### config.mk
export PLATFORM = sky130hd
export DESIGN_NAME = modred_pipe
export DESIGN_NICKNAME = d
export VERILOG_FILES = /design/src/rtl/modred_pkg.sv /design/src/rtl/modred_stage.sv /design/src/rtl/modred_pipe.sv
export SDC_FILE = /design/constraint.sdc
export NUM_CORES = 1
export LEC_CHECK = 0
export BUFFER_PORTS_ARGS = -buffer_cell sky130_fd_sc_hd__buf_4
export CAP_MARGIN = 5
export CORE_MARGIN = 10
export CORE_UTILIZATION = 65
export DETAILED_ROUTE_END_ITERATION = 10
export PLACE_DENSITY = 0.85
export SYNTH_ARGS = -nofsm -noshare
export SYNTH_HDL_FRONTEND = slang
export SYNTH_SLANG_ARGS = --single-unit
### constraint.sdc
create_clock -name clk -period 18.3 [get_ports clk]
set_input_delay 5.49 -clock clk [delete_from_list [all_inputs] [get_ports clk]]
set_output_delay 5.49 -clock clk [all_outputs]
set_load 0.05 [all_outputs]
### src/rtl/modred_pkg.sv
// Shared constants and width helpers for the modred_pipe Montgomery-style
// reduction pipeline (q = qH*2^W_SIZE + 1).
package modred_pkg;

   localparam int DEF_DATA_W = 13;
   localparam int DEF_W_SIZE = 9;
   localparam int DEF_TAG_W  = 8;

   // Number of digit-removal stages needed to cover a DATA_W-bit modulus.
   function automatic int calc_l_size(input int data_w, input int w_size);
      return (data_w + w_size - 1) / w_size;
   endfunction

   // Data width entering stage i (i == l_size is the value leaving the last stage).
   // Each stage drops W_SIZE bits and can grow by one, so widths shrink by
   // W_SIZE-1 until they reach the DATA_W+2 floor that holds any T in [0,2q).
   function automatic int stage_width(input int i, input int data_w,
                                      input int w_size, input int l_size);
      int w;
      if (i >= l_size) begin
         w = data_w + 2;
      end else begin
         w = 2 * data_w - i * (w_size - 1);
         if (w < data_w + 2) begin
            w = data_w + 2;
         end
      end
      return w;
   endfunction

   // Bit offset of stage i's data inside the flattened inter-stage bus.
   function automatic int stage_offset(input int i, input int data_w,
                                       input int w_size, input int l_size);
      int off;
      off = 0;
      for (int k = 0; k < i; k++) begin
         off += stage_width(k, data_w, w_size, l_size);
      end
      return off;
   endfunction

endpackage

### src/rtl/modred_stage.sv
// One reduction stage: T' = (T >> W_SIZE) + m*qH + (T_low != 0), with
// m = -T_low mod 2^W_SIZE, registered together with its valid bit and sideband.
module modred_stage
   import modred_pkg::*;
#(
   parameter int CURR_W = 26,
   parameter int NEXT_W = 18,
   parameter int W_SIZE = DEF_W_SIZE,
   parameter int QH_W   = 4,
   parameter int SIDE_W = DEF_TAG_W
) (
   input  logic              clk,
   input  logic              reset,
   input  logic              en,
   input  logic [QH_W-1:0]   q_h,
   input  logic              prev_valid,
   input  logic [CURR_W-1:0] prev_t,
   input  logic [SIDE_W-1:0] prev_side,
   output logic              valid,
   output logic [NEXT_W-1:0] t,
   output logic [SIDE_W-1:0] side
);

   logic [W_SIZE-1:0] t_lo;
   logic [W_SIZE-1:0] m;
   logic [NEXT_W-1:0] t_sum;

   // Adding m*q clears the low digit; the carry out of T_low+m is exactly (T_low != 0).
   always_comb begin
      t_lo  = prev_t[W_SIZE-1:0];
      m     = -t_lo;
      t_sum = NEXT_W'(prev_t[CURR_W-1:W_SIZE])
            + NEXT_W'(m) * NEXT_W'(q_h)
            + NEXT_W'(t_lo != '0);
   end

   // Pipeline register: data, valid and sideband advance together when enabled.
   always_ff @(posedge clk) begin
      if (!reset) begin
         valid <= 1'b0;
         t     <= '0;
         side  <= '0;
      end else if (en) begin
         valid <= prev_valid;
         t     <= t_sum;
         side  <= prev_side;
      end
   end

endmodule

### src/rtl/modred_pipe.sv
// Pipelined reduction C = P*R^-1 mod q, R = 2^(W_SIZE*L_SIZE), with a
// valid/ready stream interface and a tag carried alongside each operand.
// Optional macro MODRED_LAZY_EN adds a per-transaction 'lazy' input that
// skips the final conditional subtraction (C in [0,2q)).
module modred_pipe
   import modred_pkg::*;
#(
   parameter int DATA_W = DEF_DATA_W,
   parameter int W_SIZE = DEF_W_SIZE,
   parameter int L_SIZE = calc_l_size(DATA_W, W_SIZE),
   parameter int TAG_W  = DEF_TAG_W
) (
   input  logic                clk,
   input  logic                reset,
   input  logic [DATA_W-1:0]   q,
   input  logic                in_valid,
   output logic                in_ready,
   input  logic [2*DATA_W-1:0] P,
   input  logic [TAG_W-1:0]    in_tag,
`ifdef MODRED_LAZY_EN
   input  logic                lazy,
`endif
   output logic                out_valid,
   input  logic                out_ready,
   output logic [DATA_W:0]     C,
   output logic [TAG_W-1:0]    out_tag
);

   localparam int QH_W     = DATA_W - W_SIZE;
`ifdef MODRED_LAZY_EN
   localparam int SIDE_W   = TAG_W + 1;
`else
   localparam int SIDE_W   = TAG_W;
`endif
   localparam int TOT_W    = stage_offset(L_SIZE + 1, DATA_W, W_SIZE, L_SIZE);
   localparam int LAST_OFF = stage_offset(L_SIZE, DATA_W, W_SIZE, L_SIZE);
   localparam int LAST_W   = DATA_W + 2;

   wire [TOT_W-1:0]               t_flat;
   wire [L_SIZE:0]                v_bus;
   wire [SIDE_W*(L_SIZE+1)-1:0]   s_bus;

   logic              advance;
   logic [QH_W-1:0]   q_h;
   logic [LAST_W-1:0] t_last;
   logic [SIDE_W-1:0] side_last;
   logic              skip_sub;
   logic [DATA_W:0]   c_next;

   // The whole pipe moves as one; it only freezes when a result is waiting unclaimed.
   assign advance  = !out_valid || out_ready;
   assign in_ready = advance;
   assign q_h      = q[DATA_W-1:W_SIZE];

   assign t_flat[2*DATA_W-1:0] = P;
   assign v_bus[0]             = in_valid;
`ifdef MODRED_LAZY_EN
   assign s_bus[SIDE_W-1:0]    = {lazy, in_tag};
`else
   assign s_bus[SIDE_W-1:0]    = in_tag;
`endif

   for (genvar i = 0; i < L_SIZE; i++) begin : g_stage
      localparam int CW = stage_width(i, DATA_W, W_SIZE, L_SIZE);
      localparam int NW = stage_width(i + 1, DATA_W, W_SIZE, L_SIZE);
      localparam int CO = stage_offset(i, DATA_W, W_SIZE, L_SIZE);
      localparam int NO = stage_offset(i + 1, DATA_W, W_SIZE, L_SIZE);

      modred_stage #(
         .CURR_W (CW),
         .NEXT_W (NW),
         .W_SIZE (W_SIZE),
         .QH_W   (QH_W),
         .SIDE_W (SIDE_W)
      ) u_stage (
         .clk        (clk),
         .reset      (reset),
         .en         (advance),
         .q_h        (q_h),
         .prev_valid (v_bus[i]),
         .prev_t     (t_flat[CO+CW-1:CO]),
         .prev_side  (s_bus[i*SIDE_W +: SIDE_W]),
         .valid      (v_bus[i+1]),
         .t          (t_flat[NO+NW-1:NO]),
         .side       (s_bus[(i+1)*SIDE_W +: SIDE_W])
      );
   end

   assign t_last    = t_flat[LAST_OFF +: LAST_W];
   assign side_last = s_bus[L_SIZE*SIDE_W +: SIDE_W];
`ifdef MODRED_LAZY_EN
   assign skip_sub  = side_last[TAG_W];
`else
   assign skip_sub  = 1'b0;
`endif

   // Final correction: T_L lies in [0,2q), so one conditional subtract of q suffices.
   always_comb begin
      c_next = t_last[DATA_W:0];
      if (!skip_sub && (t_last >= {2'b00, q})) begin
         c_next = t_last[DATA_W:0] - {1'b0, q};
      end
   end

   // Output register: holds its result until downstream takes it.
   always_ff @(posedge clk) begin
      if (!reset) begin
         out_valid <= 1'b0;
         C         <= '0;
         out_tag   <= '0;
      end else if (advance) begin
         out_valid <= v_bus[L_SIZE];
         C         <= c_next;
         out_tag   <= side_last[TAG_W-1:0];
      end
   end

endmodule

# ---- Word-level counts from Yosys, hierarchy flattened
# Index checks and enable logic that the tools add are counted.
dict set report word_totals {
  regBits 74
  inputBits 51
  wordCells 24
}
dict set report classes {
  add_sub_neg 7
  n_mul 2
  n_lt_le_gt_ge 1
  n_mux 1
  n_reduce_logical 4
}
# operator n
set ops {}
lappend ops {{$mul A9 B4 Y13} 2}
lappend ops {{$add A17 B13 Y18} 1}
lappend ops {{$add A18 B1 Y18} 1}
lappend ops {{$neg A9 Y9} 2}
lappend ops {{$reduce_bool A9 Y1} 2}
lappend ops {{$add A15 B1 Y15} 1}
lappend ops {{$ge A15 B13 Y1} 1}
lappend ops {{$add A9 B13 Y14} 1}
lappend ops {{$mux W14} 1}
lappend ops {{$sub A14 B13 Y14} 1}
lappend ops {{$logic_not A1 Y1} 1}
lappend ops {{$logic_or A1 B1 Y1} 1}

# ---- Logic depth before layout (Yosys ltp)
# Gate-level depths: netlist (run 1).
dict set report depth {
  depth_word 4
  ltp_mapped 20
  mapped_depth_nobuf 19
}

# ---- Modules after synthesis
# A second synthesis (run 1) with hierarchy kept.
dict set report hier_totals {
  cells_unflattened 826
  area_unflattened_um2 7038.0
}
# module n_inst cells_each area_each_um2 seq_area_each_um2
set modules_own_cells {}
lappend modules_own_cells {{modred_stage (g_stage[0].u_stage)} 1 331 2839.0 540.5}
lappend modules_own_cells {{modred_stage (g_stage[1].u_stage)} 1 273 2418.6 460.4}
lappend modules_own_cells {modred_pipe 1 222 1780.5 460.4}

# ---- Worst setup path after synthesis (run 1)
# No wires, ideal clock.
dict set report synth_timing {
  path_type {input to output}
  startpoint {in out_ready}
  endpoint {out in_ready}
  arrival_ns 6.586
  setup_slack_ns 6.224
  cell_stages 5
  cell_sequence {nor2b_1 > clkbuf_1 > clkinv_1 > buf_6 > clkbuf_1}
}
dict set report synth_via {
  elab_chain_cells 1
}
# element line_no
set synth_rtl {}
lappend synth_rtl {{from (decl)} modred_pipe.sv:24} ;# input logic out_ready,
lappend synth_rtl {{$logic_or A1 B1 Y1} modred_pipe.sv:51} ;# assign advance = !out_valid || out_ready;
lappend synth_rtl {{to (decl)} modred_pipe.sv:17} ;# output logic in_ready,
# No other way between the ends.

# ---- Final worst setup path (run 1)
# Ends and elaborated chain as after synthesis.

==> impl_results.md, run 1 <==
* Synth Area per Inst at 7.87 um^2
* Cells after Synth at 894
* Num Clock Sinks at 74
* Final WL at 15.3 mm
* # resized after CTS at 0
* Measured slew at the worst slew-check pin at 936 ps
* Clock-pin slew on the worst setup and hold paths at 80 ps
* Total number of vias at 6143
* Die area at 0.0154 mm^2
* Detail Route Antenna Nets at 0
* Setup crit end kind: primary output
* Critical Setup Path Class: input port to primary output
* Root Buffer: clkbuf_8
* Max-cap viol count at 0
* Area leader, netlist: dfxtp_1
* WP data required at 12810 ps
* Seq pwr share at 0.143
* Async set-reset flop share out of synthesis at 0
* Largest net degree at the start of global routing at 89
* DRT Pass-1 Iters at 4
* Vias in the first global route at 6015
* # setup viols final at 0
* Sw frac at 0.511
* Setup TNS at 0 ps
* Int Power at 0.773 mW
* Clk network pwr share at 0.085
* Clk buf depth at 2
* Top delay family on crit path: buffers and inverters
* Relative slew slack at 0.374
* Post-CTS Setup Inserts at 0
* Gr usage total at 0.204
* Top cells by area, synth: dfxtp_1, fa_1, ha_1, inv_1, nand2_1
* Final net count at 1114
* PD cells at 201 mW/mm^2
* Placer congestion estimate at 0.873
* Port bufs at 74
* Die H at 124 um
* Drt drc at 0
* Crit-path max FO at 64
* Hold_buf cts at 0
* Top cell type's share of synthesized area at 0.211
* H-tree levels at 3
* Final HPWL DP at 12.1 mm
* CP cell instances: buf_4 -> nor2b_4 -> buf_4 -> inv_2 -> buf_4
* Gate power share at 0.772
* ANT cells at 0
* Placed cell areas at 0.00764 mm^2
* Initial antenna violation count at 0
* Yosys cell types at 62
* Final non-filler cell total at 1090
* Final hold vios at 0
* Leakage at 3.79 nW
* Synthesis-stage register bit count at 74
* Cts bufs inserted at 9
* DRT iter0 DRCs at 365
* Post-route minimum period at 12010 ps
* Outcome: completed
* CTS tree: built
* Crit path top cell by count: buf_4
* Count of buffer and inverter cells on the critical path at 4
* Via density per instance at 5.64
* Setup Skew at 10.8 ps
* Max Transition Viols Final at 0
* Maximum VDD drop at 129 uV
* Die Width at 124 um
* Synthesized area at 0.00704 mm^2
* Share of layout cells above drive strength 1 at 0.111
* Design area at 0.00785 mm^2
* Total gr overflow at 0
* CP max-delay cell: buf_4
* Placed cell count at 1074
* Syn Nets at 1059
* Largest stage delay on the critical path at 530 ps
* Post-synthesis sequential area ratio at 0.211
* P_sw at 0.808 mW
* Starting Density at 0.675
* Fill count at 839
* Clock Latency Late Sink at 360 ps
* Total power draw at 1.58 mW
* Area grow syn2layout at 11.6%
* Synth Flop Type: dfxtp_1
* EDFF count, synth at 0
* Routed wire per std cell at 14.1 um
* Worst hold path class: register to register
* Crit path launch type: input port
* Ys Warns at 0
* Global-route wire length before repair at 26.2 mm
* Period utilisation layout at 0.656
* Top Ports at 75
* Core area at 0.0104 mm^2
* Worst EP arrival at 6520 ps
* FMAX at 83.3 MHz
* RSZ-0062 raised after global routing: no
* Std cell rows at 37
placed cells by master (no fill, tap or decap), types with 11 or more instances in the layout:
cell / Yosys / routed
nand2_1: 127 / 127
and2_1: 42 / 42
fa_1: 48 / 48
nor2_1: 49 / 49
or3_1: 11 / 11
nand3_1: 27 / 27
xnor2_1: 23 / 23
nor3_1: 19 / 19
a21oi_1: 64 / 64
o21ai_0: 30 / 30
mux2i_1: 11 / 11
inv_1: 127 / 127
ha_1: 66 / 66
xor2_1: 14 / 14
dfxtp_1: 74 / 74
buf_4: 2 / 77
a211oi_1: 13 / 13
cells in the mapped netlist (all sizes together), types with 11 or more instances:
cell,instances
inv,127
nand2,127
dfxtp,74
ha,66
a21oi,64
nor2,49
fa,48
and2,42
o21ai,30
clkbuf,27
nand3,27
xnor2,23
nor3,19
xor2,14
a211oi,13
or3,12
mux2i,11
power by group through the flow:
stage	logic [mW]	registers [mW]	clock network, mW
2_1_floorplan	0.960	0.260	0
3_3_place_gp	1.18	0.229	0
3_5_place_dp	1.21	0.229	0
4_1_cts	1.22	0.226	0.136
5_1_grt	1.39	0.230	0.143
6_report	1.22	0.226	0.135
layout make-up:
cell class / instances / area, um^2 / share of cell area
clock buffers: 9 / 124 / 0.0158
clock inverters: 7 / 82.6 / 0.0105
inverters: 128 / 480 / 0.0612
multi-input cells: 659 / 4930 / 0.628
flip-flops and latches: 74 / 1480 / 0.189
well taps: 136 / 170 / 0.0217
repair buffers: 77 / 578 / 0.0736
stage by stage:
step                utilization  worst slack [ps]  hold slack, ps
detailed placement        0.734              6300             444
floorplan                     -              6220             432
global route              0.754              6240             470
finish                    0.754              6290             456
global placement          0.734              6310             439
CTS                       0.754              6300             456
path summary, 6_finish.rpt:
| path | end | start | cells after the start | slack (ps) |
|---|---|---|---|---|
| max | in_ready | out_ready | 5 | 6290 |
| min | g_stage[1].u_stage.side[3] | g_stage[1].u_stage.side[3] | 2 | 460 |
| max reg2reg | g_stage[1].u_stage.t[11] | g_stage[0].u_stage.t[0] | 19 | 12830 |
| min reg2reg | g_stage[1].u_stage.side[3] | g_stage[1].u_stage.side[3] | 2 | 460 |
registers in the layout (all words and copies together), names as in the netlist:
name / cells
out_tag: 8
C: 14
g_stage.u_stage.side: 16
out_valid: 1
g_stage.u_stage.valid: 2
g_stage.u_stage.t: 33
routing by layer:
layer	GRT usage	vias to the layer above	wire, um
li1	-	3106	-
met1	0.242	2898	6520
met2	0.367	109	7900
met3	0.0299	30	591
met4	0.0705	0	306
met5	0	-	0
cells by family after synthesis:
kind of cell,count (synthesis),share of synthesized area
AO/OA/AOI/OAI,188,0.175
XOR/XNOR,37,0.0461
adder cells (fa/ha/maj),114,0.254
buffers and inverters,161,0.0893
flip-flops,74,0.211
multiplexers,11,0.0157
AND/OR/NAND/NOR,309,0.209
worst register-to-register path, cell delays in order (launching register included):
cell and delay, ps:
dfxtp_1 340, inv_1 150, ha_1 200, nand2_1 90
or3_1 360, xor2_1 290, and2_1 190, fa_1 440
fa_1 540, inv_1 50, fa_1 500, inv_1 50
ha_1 310, o21ai_0 140, nor2b_1 180, a311oi_1 410
o21ai_0 170, and2_1 190, or4_1 520, a311oi_1 280
Power figures use the tool's default switching activity.
==> run 2: changes to the inputs <==
--- a/config.mk
+++ b/config.mk
@@ -8,9 +8,9 @@
 export BUFFER_PORTS_ARGS = -buffer_cell sky130_fd_sc_hd__buf_4
 export CAP_MARGIN = 5
 export CORE_MARGIN = 10
-export CORE_UTILIZATION = 65
+export CORE_UTILIZATION = 61
 export DETAILED_ROUTE_END_ITERATION = 10
-export PLACE_DENSITY = 0.85
+export PLACE_DENSITY = 0.8
 export SYNTH_ARGS = -nofsm -noshare
 export SYNTH_HDL_FRONTEND = slang
 export SYNTH_SLANG_ARGS = --single-unit
==> constraint.sdc (replaced) <==
create_clock -name clk -period 12.32 [get_ports clk]
set_input_delay 3.696 -clock clk [delete_from_list [all_inputs] [get_ports clk]]
set_output_delay 3.696 -clock clk [all_outputs]
set_load 0.05 [all_outputs]
==> impl_results.md, run 2 (synthesized netlist as in run 1, its figures left out) <==
* Die area at 0.0162 mm^2 (+5.5%)
* Area grow syn2layout at 13.1%
* Leakage at 3.84 nW (+1.2%)
* Drt drc at 0 (unchanged)
* Vias in the first global route at 6107 (+1.5%)
* Pre-CTS WS at 3900 ps (-2400 ps)
* Die Width at 127 um (+2.7%)
* Clock Latency Late Sink at 340 ps (-20 ps)
* Largest net degree at the start of global routing at 89 (unchanged)
* Period utilisation layout at 0.683
* DRT Pass-1 Iters at 6 (+2)
* RSZ-0062 raised after global routing: no
* Top Ports at 75 (unchanged)
* Core area at 0.0114 mm^2 (+9.2%)
* Max Transition Viols Final at 0 (unchanged)
* Gr usage total at 0.191 (-0.0124)
* Maximum VDD drop at 196 uV (+52%)
* Post-CTS Setup Inserts at 0 (unchanged)
* ANT cells at 0 (unchanged)
* HP Start: out_tag[0]
* CTS tree: built
* DRT iter0 DRCs at 355 (-2.7%)
* Measured slew at the worst slew-check pin at 960 ps (+24.2 ps)
* # setup viols final at 0 (unchanged)
* Hold_buf cts at 0 (unchanged)
* Final non-filler cell total at 1097 (+0.64%)
* FMAX at 119 MHz
* Root Buffer: clkbuf_16
* Cts bufs inserted at 9 (unchanged)
* Worst r2r dst: g_stage[1].u_stage.t[11]
* Largest Register: g_stage.u_stage.t
* Setup slack, reg-to-reg at 6890 ps (-5940 ps)
* Crit path launch type: input port
* Final hold vios at 0 (unchanged)
* Global-route wire length before repair at 26.8 mm (+2.5%)
* WP data required at 8620 ps (-4190 ps)
* Placed cell count at 1081 (+0.65%)
* Final WL at 15.5 mm (+0.97%)
* Final HPWL DP at 12.0 mm (-0.77%)
* Total number of vias at 6099 (-0.72%)
* Clock-pin slew on the worst setup and hold paths at 60 ps (-20 ps)
* Fill count at 944 (+13%)
* Share of layout cells above drive strength 1 at 0.111 (unchanged)
* Crit-path max FO at 64 (unchanged)
* Setup crit end kind: primary output
* Setup Skew at 11.4 ps (+0.600 ps)
* Crit path capture: in_ready
* Register area at 0.00148 mm^2 (unchanged)
* Die H at 127 um (+2.7%)
* Num Clock Sinks at 74 (unchanged)
* Max-cap viol count at 0 (unchanged)
* Total power draw at 2.43 mW (+53%)
* Max FFs per register at 33 (unchanged)
* Port bufs at 74 (unchanged)
* Reg2reg path depth at 19 (unchanged)
* Via density per instance at 5.56 (-1.3%)
* Placer congestion estimate at 0.914 (+4.7%)
* Critical Setup Path Class: input port to primary output
* PD cells at 305 mW/mm^2 (+51%)
* Multi-input gate area at 0.00493 mm^2 (unchanged)
* Commonest non-fill, non-tap cells in the layout: nand2_1, inv_1, buf_4, dfxtp_1, ha_1
* CP Launch Point: out_ready
* Initial antenna violation count at 0 (unchanged)
* H-tree levels at 3 (unchanged)
* Detail Route Antenna Nets at 0 (unchanged)
* Routed wire per std cell at 14.1 um (+0.33%)
* Relative slew slack at 0.358 (-0.0161)
* Clk buf depth at 2 (unchanged)
* # resized after CTS at 0 (unchanged)
* Reg-to-Reg Start: g_stage[0].u_stage.t[0]
* Outcome: completed
* Setup slack after layout at 3900 ps (-2390 ps)
* Setup TNS at 0 ps (unchanged)
* Top flop regs: g_stage.u_stage.t: 33 flops, g_stage.u_stage.side: 16 flops, C: 14 flops
* Total gr overflow at 0 (unchanged)
* Post-route minimum period at 8420 ps
* Final net count at 1114 (unchanged)
* Worst hold path class: register to register
* Worst EP arrival at 4720 ps (-1800 ps)
* Std cell rows at 39 (+5.4%)
* Starting Density at 0.619 (-0.0566)
==> run 2: worst min-delay path by stage <==
stage	endpoint	slack, ps	cells past startpoint
after floorplan	g_stage[1].u_stage.t[14]	430	2
after global placement	g_stage[1].u_stage.side[5]	440	2
after detailed placement	g_stage[1].u_stage.valid	440	2
after CTS	out_tag[0]	450	2
after global routing	out_tag[0]	470	2
final	out_tag[0]	450	2
==> run 2: layer usage <==
metal / vias up / share of wire / track usage
met5: - / 0 / 0
met4: 0 / 0.019 / 0.0616
met3: 24 / 0.045 / 0.0318
met2: 144 / 0.51 / 0.353
met1: 2829 / 0.43 / 0.218
li1: 3102 / - / -
==> run 2: area by class of cell <==
cell class / instances / area share
Tap cell: 143 / 0.0225
Clock buffer: 9 / 0.0283
Inverter: 128 / 0.0604
Sequential cell: 74 / 0.186
Timing Repair Buffer: 77 / 0.0726
Multi-Input combinational cell: 659 / 0.620
Clock inverter: 7 / 0.0104
==> run 2: where the power goes <==
group / internal [mW] / total (mW) / switching [mW]
Sequential: 0.299 / 0.336 / 0.0375
Combinational: 0.753 / 1.82 / 1.07
Clock: 0.160 / 0.269 / 0.108
Total: 1.21 / 2.43 / 1.21
==> run 2: critical path, cell delays in order <==
cell and delay (ps):
buf_4 120, nor2b_4 90, buf_4 530, inv_2 70
buf_4 210
==> run 2: stage by stage <==
stage	area, um^2	hold slack, ps	util
final	7960	452	0.700
after global routing	7960	471	0.700
after CTS	7960	453	0.700
after detailed placement	7650	444	0.673
after global placement	7650	439	0.673
after floorplan	7040	432	-
